$ cat src/rtl/slc3_mem_bridge.sv
// Memory-access bridge between the SLC-3 control FSM and a registered-output BRAM.
// It also decodes one I/O address: reads return the switches and writes load the hex display.
module slc3_mem_bridge #(
  parameter int                 ADDR_W   = 16,
  parameter int                 READ_LAT = 2,
  parameter logic [ADDR_W-1:0]  IO_ADDR  = 16'hFFFF
) (
  input  logic              Clk,
  input  logic              Reset,
  input  logic              Mem_OE,
  input  logic              Mem_WE,
  input  logic [ADDR_W-1:0] ADDR,
  input  logic [15:0]       Data_from_CPU,
  output logic [15:0]       Data_to_CPU,
  output logic              Mem_Ready,
  output logic [ADDR_W-1:0] bram_addr,
  output logic [15:0]       bram_din,
  input  logic [15:0]       bram_dout,
  output logic              bram_en,
  output logic              bram_we,
  input  logic [15:0]       SW,
  output logic [15:0]       hex_out
);

  typedef enum logic [1:0] {IDLE, RD_WAIT, DONE, HOLD} state_t;

  localparam logic [2:0] CNT_INIT = 3'(READ_LAT - 1);

  state_t            state_q, state_d;
  logic [2:0]        cnt_q;
  logic [ADDR_W-1:0] addr_q;
  logic [15:0]       din_q;
  logic [15:0]       sw_p0, sw_p1;
  logic              req, is_io;

  assign req   = Mem_OE | Mem_WE;
  assign is_io = (ADDR == IO_ADDR);

  // The request cycle drives the BRAM straight from the CPU inputs; later cycles use the latched copies.
  always_comb begin
    state_d   = state_q;
    bram_en   = 1'b0;
    bram_we   = 1'b0;
    bram_addr = addr_q;
    bram_din  = din_q;
    Mem_Ready = 1'b0;
    unique case (state_q)
      IDLE: begin
        if (req) begin
          bram_addr = ADDR;
          bram_din  = Data_from_CPU;
          if (Mem_WE) begin
            bram_en = !is_io;
            bram_we = !is_io;
            state_d = DONE;
          end else if (is_io) begin
            state_d = DONE;
          end else begin
            bram_en = 1'b1;
            state_d = RD_WAIT;
          end
        end
      end
      RD_WAIT: begin
        bram_en = 1'b1;
        if (cnt_q == 3'd0) state_d = DONE;
      end
      DONE: begin
        Mem_Ready = 1'b1;
        state_d   = HOLD;
      end
      HOLD: begin
        if (!req) state_d = IDLE;
      end
      default: state_d = IDLE;
    endcase
    // Reset blocks any BRAM strobe even before the next edge.
    if (Reset) begin
      state_d   = IDLE;
      bram_en   = 1'b0;
      bram_we   = 1'b0;
      Mem_Ready = 1'b0;
      bram_addr = addr_q;
      bram_din  = din_q;
    end
  end

  always_ff @(posedge Clk or posedge Reset) begin
    if (Reset) begin
      state_q     <= IDLE;
      cnt_q       <= 3'd0;
      addr_q      <= '0;
      din_q       <= 16'h0000;
      Data_to_CPU <= 16'h0000;
      hex_out     <= 16'h0000;
      sw_p0       <= 16'h0000;
      sw_p1       <= 16'h0000;
    end else begin
      state_q <= state_d;
      sw_p0   <= SW;
      sw_p1   <= sw_p0;
      case (state_q)
        IDLE: begin
          if (req) begin
            addr_q <= ADDR;
            din_q  <= Data_from_CPU;
            if (Mem_WE) begin
              if (is_io) hex_out <= Data_from_CPU;
            end else if (is_io) begin
              Data_to_CPU <= sw_p1;
            end else begin
              cnt_q <= CNT_INIT;
            end
          end
        end
        RD_WAIT: begin
          if (cnt_q == 3'd0) Data_to_CPU <= bram_dout;
          else               cnt_q       <= cnt_q - 3'd1;
        end
        default: ;
      endcase
    end
  end

endmodule
$ cat config.mk
export PLATFORM = sky130hd
export DESIGN_NAME = slc3_mem_bridge
export DESIGN_NICKNAME = d
export VERILOG_FILES = /design/src/rtl/slc3_mem_bridge.sv
export SDC_FILE = /design/constraint.sdc
export NUM_CORES = 1
export LEC_CHECK = 0
export ABC_AREA = 1
export ABC_CLOCK_PERIOD_IN_PS = 7100
export CORE_MARGIN = 8
export CORE_UTILIZATION = 26
export DETAILED_ROUTE_END_ITERATION = 16
export MAX_ROUTING_LAYER = met4
export RECOVER_POWER = 100
export REMOVE_ABC_BUFFERS = 1
export SETUP_SLACK_MARGIN = 0.05
export SLEW_MARGIN = 10
export SYNTH_ARGS = -nofsm -noshare
export SYNTH_HDL_FRONTEND = slang
export SYNTH_SLANG_ARGS = --single-unit
$ cat constraint.sdc
create_clock -name Clk -period 7.1 [get_ports Clk]
set_clock_uncertainty 0.15 [all_clocks]
set_input_delay 1.42 -clock Clk [delete_from_list [all_inputs] [get_ports Clk]]
set_output_delay 1.42 -clock Clk [all_outputs]
set_load 0.01 [all_outputs]
======== Word-level counts from Yosys, hierarchy flattened ========
Index checks and enable logic that the tools add are counted.
word-level totals
  register bits ........................... 101
  output and inout bits ................... 67
operators by class
  add/subtract/negate cells ............... 1
  equal/unequal tests ..................... 13
  multiplexer cells ....................... 34
  bitwise logic cells ..................... 1
  reductions and logical operators ........ 8
operator list
  kind                                              number
  2-to-1 mux 16 bit                                 10
  case mux 16 bit (2 select lines)                  1
  == test 16 bit, second input constant             1
  2-to-1 mux 2 bit                                  6
  2-to-1 mux 3 bit                                  4
  inequality test 2 bit, second input constant      6
  2-to-1 mux 1 bit                                  10
  AND reduction 5 bit                               2
  inequality test 3 bit, second input constant      3
  case mux 2 bit (4 select lines)                   1
  case mux 3 bit (2 select lines)                   1
  == test 2 bit, second input constant              2
  AND reduction 4 bit                               1
  zero test 3 bit                                   1
  AND reduction 3 bit                               1
  subtractor 3 x 1 -> 3 bit, second input constant  1
  == test 2 x 1 -> 1 bit, second input constant     1
  zero test 2 bit                                   1
  case mux 1 bit (2 select lines)                   1
  nonzero test 2 bit                                1
  zero test 1 bit                                   1
  OR 1 bit                                          1

======== Longest topological paths before layout ========
Gate-level depths: netlist of the first run.
  depth after elaboration ................. 6
  gate-level depth with buffers ........... 10
  mapped depth without buffers ............ 9

======== Worst setup path before layout of the first run ========
OpenSTA, ideal clock, no wires.
  kind .................................... input port to output port
  from .................................... in Reset
  to ...................................... out bram_din[10]
  arrival time ............................ 4969 ps
  data required time ...................... 5530 ps
  setup slack ............................. 561 ps
  stages on the path ...................... 4
  cells stage by stage .................... inv_2 clkbuf_1 nand2_1 nand2_1
on the way
  word-level cells in the longest chain between the ends .. 1
RTL lines
  item                RTL line  text
  start: declaration  9         input logic Reset,
  2-to-1 mux 16 bit   78        if (Reset) begin
  end: declaration    17        output logic [15:0] bram_din,
No other way between the ends.

======== Worst setup path in the final report of the first run ========
  from .................................... in Mem_WE
  to ...................................... out bram_addr[10]
on the way
  word-level cells in the longest chain between the ends .. 4
RTL lines
  item                            RTL line  text
  start: declaration              11        input logic Mem_WE,
  OR 1 bit                        36        assign req = Mem_OE | Mem_WE;
  2-to-1 mux 16 bit (2 in a row)  -
  2-to-1 mux 16 bit               78
  end: declaration                16        output logic [ADDR_W-1:0] bram_addr,
No other way between the ends.

==> results of run 1 <==
state kept, by name, indices dropped and copies added, names as in the netlist:
register     cells
Data_to_CPU     16
addr_q          16
cnt_q            3
din_q           16
hex_out         16
state_q          2
sw_p0           16
sw_p1           16
worst paths after layout:
path	start	endpoint	slack (ns)
setup / recovery	Mem_WE	bram_addr[10]	1.05
hold / removal	sw_p0[15]	sw_p1[15]	0.20
setup reg to reg	state_q[1]	Data_to_CPU[8]	3.90
hold reg to reg	sw_p0[15]	sw_p1[15]	0.20
max in group asynchronous	Reset	Data_to_CPU[12]	1.72
min in group asynchronous	Reset	state_q[1]	2.15
synthesized netlist by cell type:
cell and n:
sky130_fd_sc_hd__nand2_1 226, sky130_fd_sc_hd__dfrtp_1 101, sky130_fd_sc_hd__o21ai_1 46, sky130_fd_sc_hd__inv_1 42, sky130_fd_sc_hd__nand3_1 21, sky130_fd_sc_hd__o21ai_0 18
sky130_fd_sc_hd__nor2_1 13, sky130_fd_sc_hd__buf_2 10, sky130_fd_sc_hd__clkbuf_1 7, sky130_fd_sc_hd__ha_1 7, sky130_fd_sc_hd__buf_4 3, sky130_fd_sc_hd__a21oi_1 2
sky130_fd_sc_hd__buf_1 2, sky130_fd_sc_hd__inv_2 2, sky130_fd_sc_hd__nor2_2 2, sky130_fd_sc_hd__nor3_1 2, sky130_fd_sc_hd__buf_6 1, sky130_fd_sc_hd__nand2_2 1
sky130_fd_sc_hd__nand2_4 1, sky130_fd_sc_hd__nand4_1 1, sky130_fd_sc_hd__nor2_4 1, sky130_fd_sc_hd__nor3b_2 1, sky130_fd_sc_hd__o21ai_2 1, sky130_fd_sc_hd__o21ai_4 1
sky130_fd_sc_hd__xnor2_1 1
routing by layer:
layer	wire length (um)	up-vias	global-route usage, %
li1	-	1847	-
met1	5166	1627	13.49
met2	5995	54	19.09
met3	356	8	2.612
met4	116	0	4.373
met5	0	-	-
where the power goes:
| group | leakage, nW | total [mW] | internal [mW] | switching (mW) |
|---|---|---|---|---|
| logic | 1.62 | 0.908 | 0.366 | 0.542 |
| registers | 1.25 | 0.798 | 0.731 | 0.0662 |
| clock network | 0.154 | 0.518 | 0.282 | 0.236 |
critical path, stage by stage:
cell,delay (ns)
sky130_fd_sc_hd__dlygate4sd3_1,0.57
sky130_fd_sc_hd__nor2_1,0.13
sky130_fd_sc_hd__inv_1,0.07
sky130_fd_sc_hd__nand2_1,0.68
sky130_fd_sc_hd__inv_2,0.43
sky130_fd_sc_hd__o21ai_0,0.33
sky130_fd_sc_hd__nand2_1,0.07
sky130_fd_sc_hd__o21ai_0,0.10
sky130_fd_sc_hd__dlygate4sd3_1,0.68
area by class of cell:
cell class                 instances  share of cell area [%]
sequential                       101                   41.17
clock inverter                     7                   1.467
antenna                            2                 0.08152
multi-input combinational        345                   24.39
clock buffer                       9                   3.668
timing repair buffer             136                   21.97
tap                              220                   4.483
inverter                          44                   2.772
metrics by stage:
step	util (%)	total power, mW	instances	worst slack [ns]
finish	37.29	2.223	864	1.050
detailed placement	35.55	1.819	846	1.567
floorplan	-	1.351	490	2.131
global placement	35.55	1.803	846	1.579
global route	37.29	2.417	864	0.6967
CTS	37.46	2.351	862	1.553
layout by cell type, fill, tap and decap left out:
cell type	count
sky130_fd_sc_hd__nand2_1	228
sky130_fd_sc_hd__dfrtp_1	101
sky130_fd_sc_hd__dlygate4sd3_1	85
sky130_fd_sc_hd__o21ai_0	64
sky130_fd_sc_hd__clkdlybuf4s50_1	49
sky130_fd_sc_hd__inv_1	42
sky130_fd_sc_hd__nand3_1	21
sky130_fd_sc_hd__nor2_1	13
sky130_fd_sc_hd__clkbuf_16	9
sky130_fd_sc_hd__ha_1	7
sky130_fd_sc_hd__inv_6	4
sky130_fd_sc_hd__diode_2	2
sky130_fd_sc_hd__nor2_2	2
sky130_fd_sc_hd__a21oi_1	2
sky130_fd_sc_hd__nor3_1	2
sky130_fd_sc_hd__clkinv_4	2
sky130_fd_sc_hd__clkbuf_1	2
sky130_fd_sc_hd__nand4_1	1
sky130_fd_sc_hd__inv_2	1
sky130_fd_sc_hd__o21ai_1	1
sky130_fd_sc_hd__o21ai_2	1
sky130_fd_sc_hd__nor2_4	1
sky130_fd_sc_hd__nor3b_1	1
sky130_fd_sc_hd__xnor2_1	1
sky130_fd_sc_hd__clkinv_8	1
sky130_fd_sc_hd__bufinv_16	1
cells by family after synthesis:
logic type | Yosys count
flip-flops | 101
adder cells (fa/ha/maj) | 7
XOR/XNOR | 1
AO/OA/AOI/OAI | 68
AND/OR/NAND/NOR | 269
buffers and inverters | 67
==> results.txt, run 1 <==
The count of final max-slew check failures is 69. The transition at the pin with the smallest max-transition slack is between 2 and 3 ns. The gate count of the mapped netlist came out at 513. Using the TritonRoute via totals, the vias-per-cell ratio works out to slightly above 4. The maximum number of pins on one net before global-route repair is between 100 and 150. The I/O pin count came out at 135. The post-synthesis cell type with the largest combined area is sky130_fd_sc_hd__dfrtp_1.

The leakage power came out at ~3 nW. The final reports fail on capacitance limit, slew limit. The latest clock arrival within the worst-skew pair came out at 0.35 ns. The worst setup path is launched from an input pin. The total via count in the routed design is 3,536. Setup repair after global routing left no endpoint under its margin. The number of global-route vias before repair is 3,427.

The mapped netlist covers 4334 um^2. The total area inside the core boundary comes to 16,470 um^2. Across the run, the number of max-cap violations was 2. The run finished, with violations left. No sink is reached through more buffers than the 2 on the longest clock path. Buffers inserted to repair hold after CTS numbered 0. The cell area after layout came out at just over 6000 um^2. Data on the critical path is required at its endpoint by roughly 5.5 ns. The depth of the worst register-to-register path is 6.

The final antenna-violating net count is 0. The number of register bits inferred by synthesis is 101. The hold slack came out at 0.1990 ns.

The synthesized design devotes to its leading area cell type 58.31% of total area. The ratio of final minimum period to clock period came out at a little under nine tenths. The pre-antenna-repair detailed-routing pass consisted of 4 iterations. The share of the Yosys chip area taken by registers is 58.31%. The effective utilization at floorplan is 26.32%. The CTS tree is done.

Global routing used 11.54% of the available tracks. The routability congestion estimate came out at about 0.7. Counting I/O delays and the setup requirement, the final critical path takes 6.050 ns. The layout overhead on the synthesized area is 41.66%. The area share of xor/xnor cells in the synthesized design came out at 0.2021%. Summing the areas of all fa, ha and maj instances in the mapped netlist gives around 2.0% of the synthesized area.

The tightest min-delay check is of the flip-flop to flip-flop type. The number of warnings issued by yosys is 0. The power per cell area came out at between 300 and 400 nW/um^2.

The arrival time of data at the critical path endpoint came out at 4.48 ns. The maximum operating frequency is between 150 and 200 MHz. The total area of multi-input combinational cells is 1498 um^2. The number of buffers created by CTS is 9. The sum of negative setup slack came out at 0 ns. The compound-cell area share of the yosys netlist is 8.199%. The die is ~150 um tall.

The endpoint kind of the worst setup timing path is a primary output. The number of antenna violations at the first check in global routing is 2. The maximum fanout along the worst path is 33. The remaining global-route overflow came out at 0. The number of clock sinks is roughly 100. The post-layout net count came out at between 700 and 800.

The floorplan step set the die width to 145.1 um. The clock-pin slew reported for the worst setup and hold paths after clock tree synthesis came out at roughly 0.07 ns. The mean instance size in the synthesized netlist is 8.449 um^2. The count of final setup violators came out at 0.

After synthesis, the share of cell area in mux cells is 0%. The post-placement cell area is 5853 um^2. The floorplan step defined a die boundary enclosing 21,060 um^2.

The post-cts gate resize count came out at 0. The number of DRC violations after detailed routing came out at 0. The count of input and output buffers came out at about 130. The critical path is of the input pin to primary output type.

The count of different cell masters after synthesis is 25. The initialized floorplan defines 47 standard-cell rows. The cell sitting at the root of the clock tree is a sky130_fd_sc_hd__clkbuf_16. The iteration-0 DRC count of the detailed router is between 150 and 200. The average wire per cell in the routed design came out at 13.47 um. Sorting the synthesized cells by area gives the leading types as sky130_fd_sc_hd__dfrtp_1 (58%), sky130_fd_sc_hd__nand2_1 (20%), sky130_fd_sc_hd__o21ai_1 (5.3%). The simple-gate share of the synthesized area is 24.74%. The deepest level of the CTS H-tree is 3.

The total count of hold-check failures in the final report is 0. Across the VDD grid, the largest voltage drop is around 120 uV. The area taken by flip-flops and latches came out at 2527 um^2.

The worst relative slew slack is -75.59%. The first-pass GRT wire length is 18.91 mm. Buffers added to address setup during post-CTS repair amount to 0. The overall routed net length came out at roughly 12 mm.

The number of cells on the worst hold path is 0. The fill cell instance count of the final layout is 1,716. By area, the combinational part of the netlist is dominated by simple AND/OR/NAND/NOR gates. The detailed placer's ending HPWL came out at between 8 and 9 mm.

The ratio of cells with drive above 1 in the final layout is 3.427%.
No activity file was read; power rests on OpenSTA's default activity.
==> inputs of run 2 (changes only) <==
- CAP_MARGIN: default -> 20
==> results of run 2 <==
No change in the layout: final DEF, timing and power equal those of run 1.
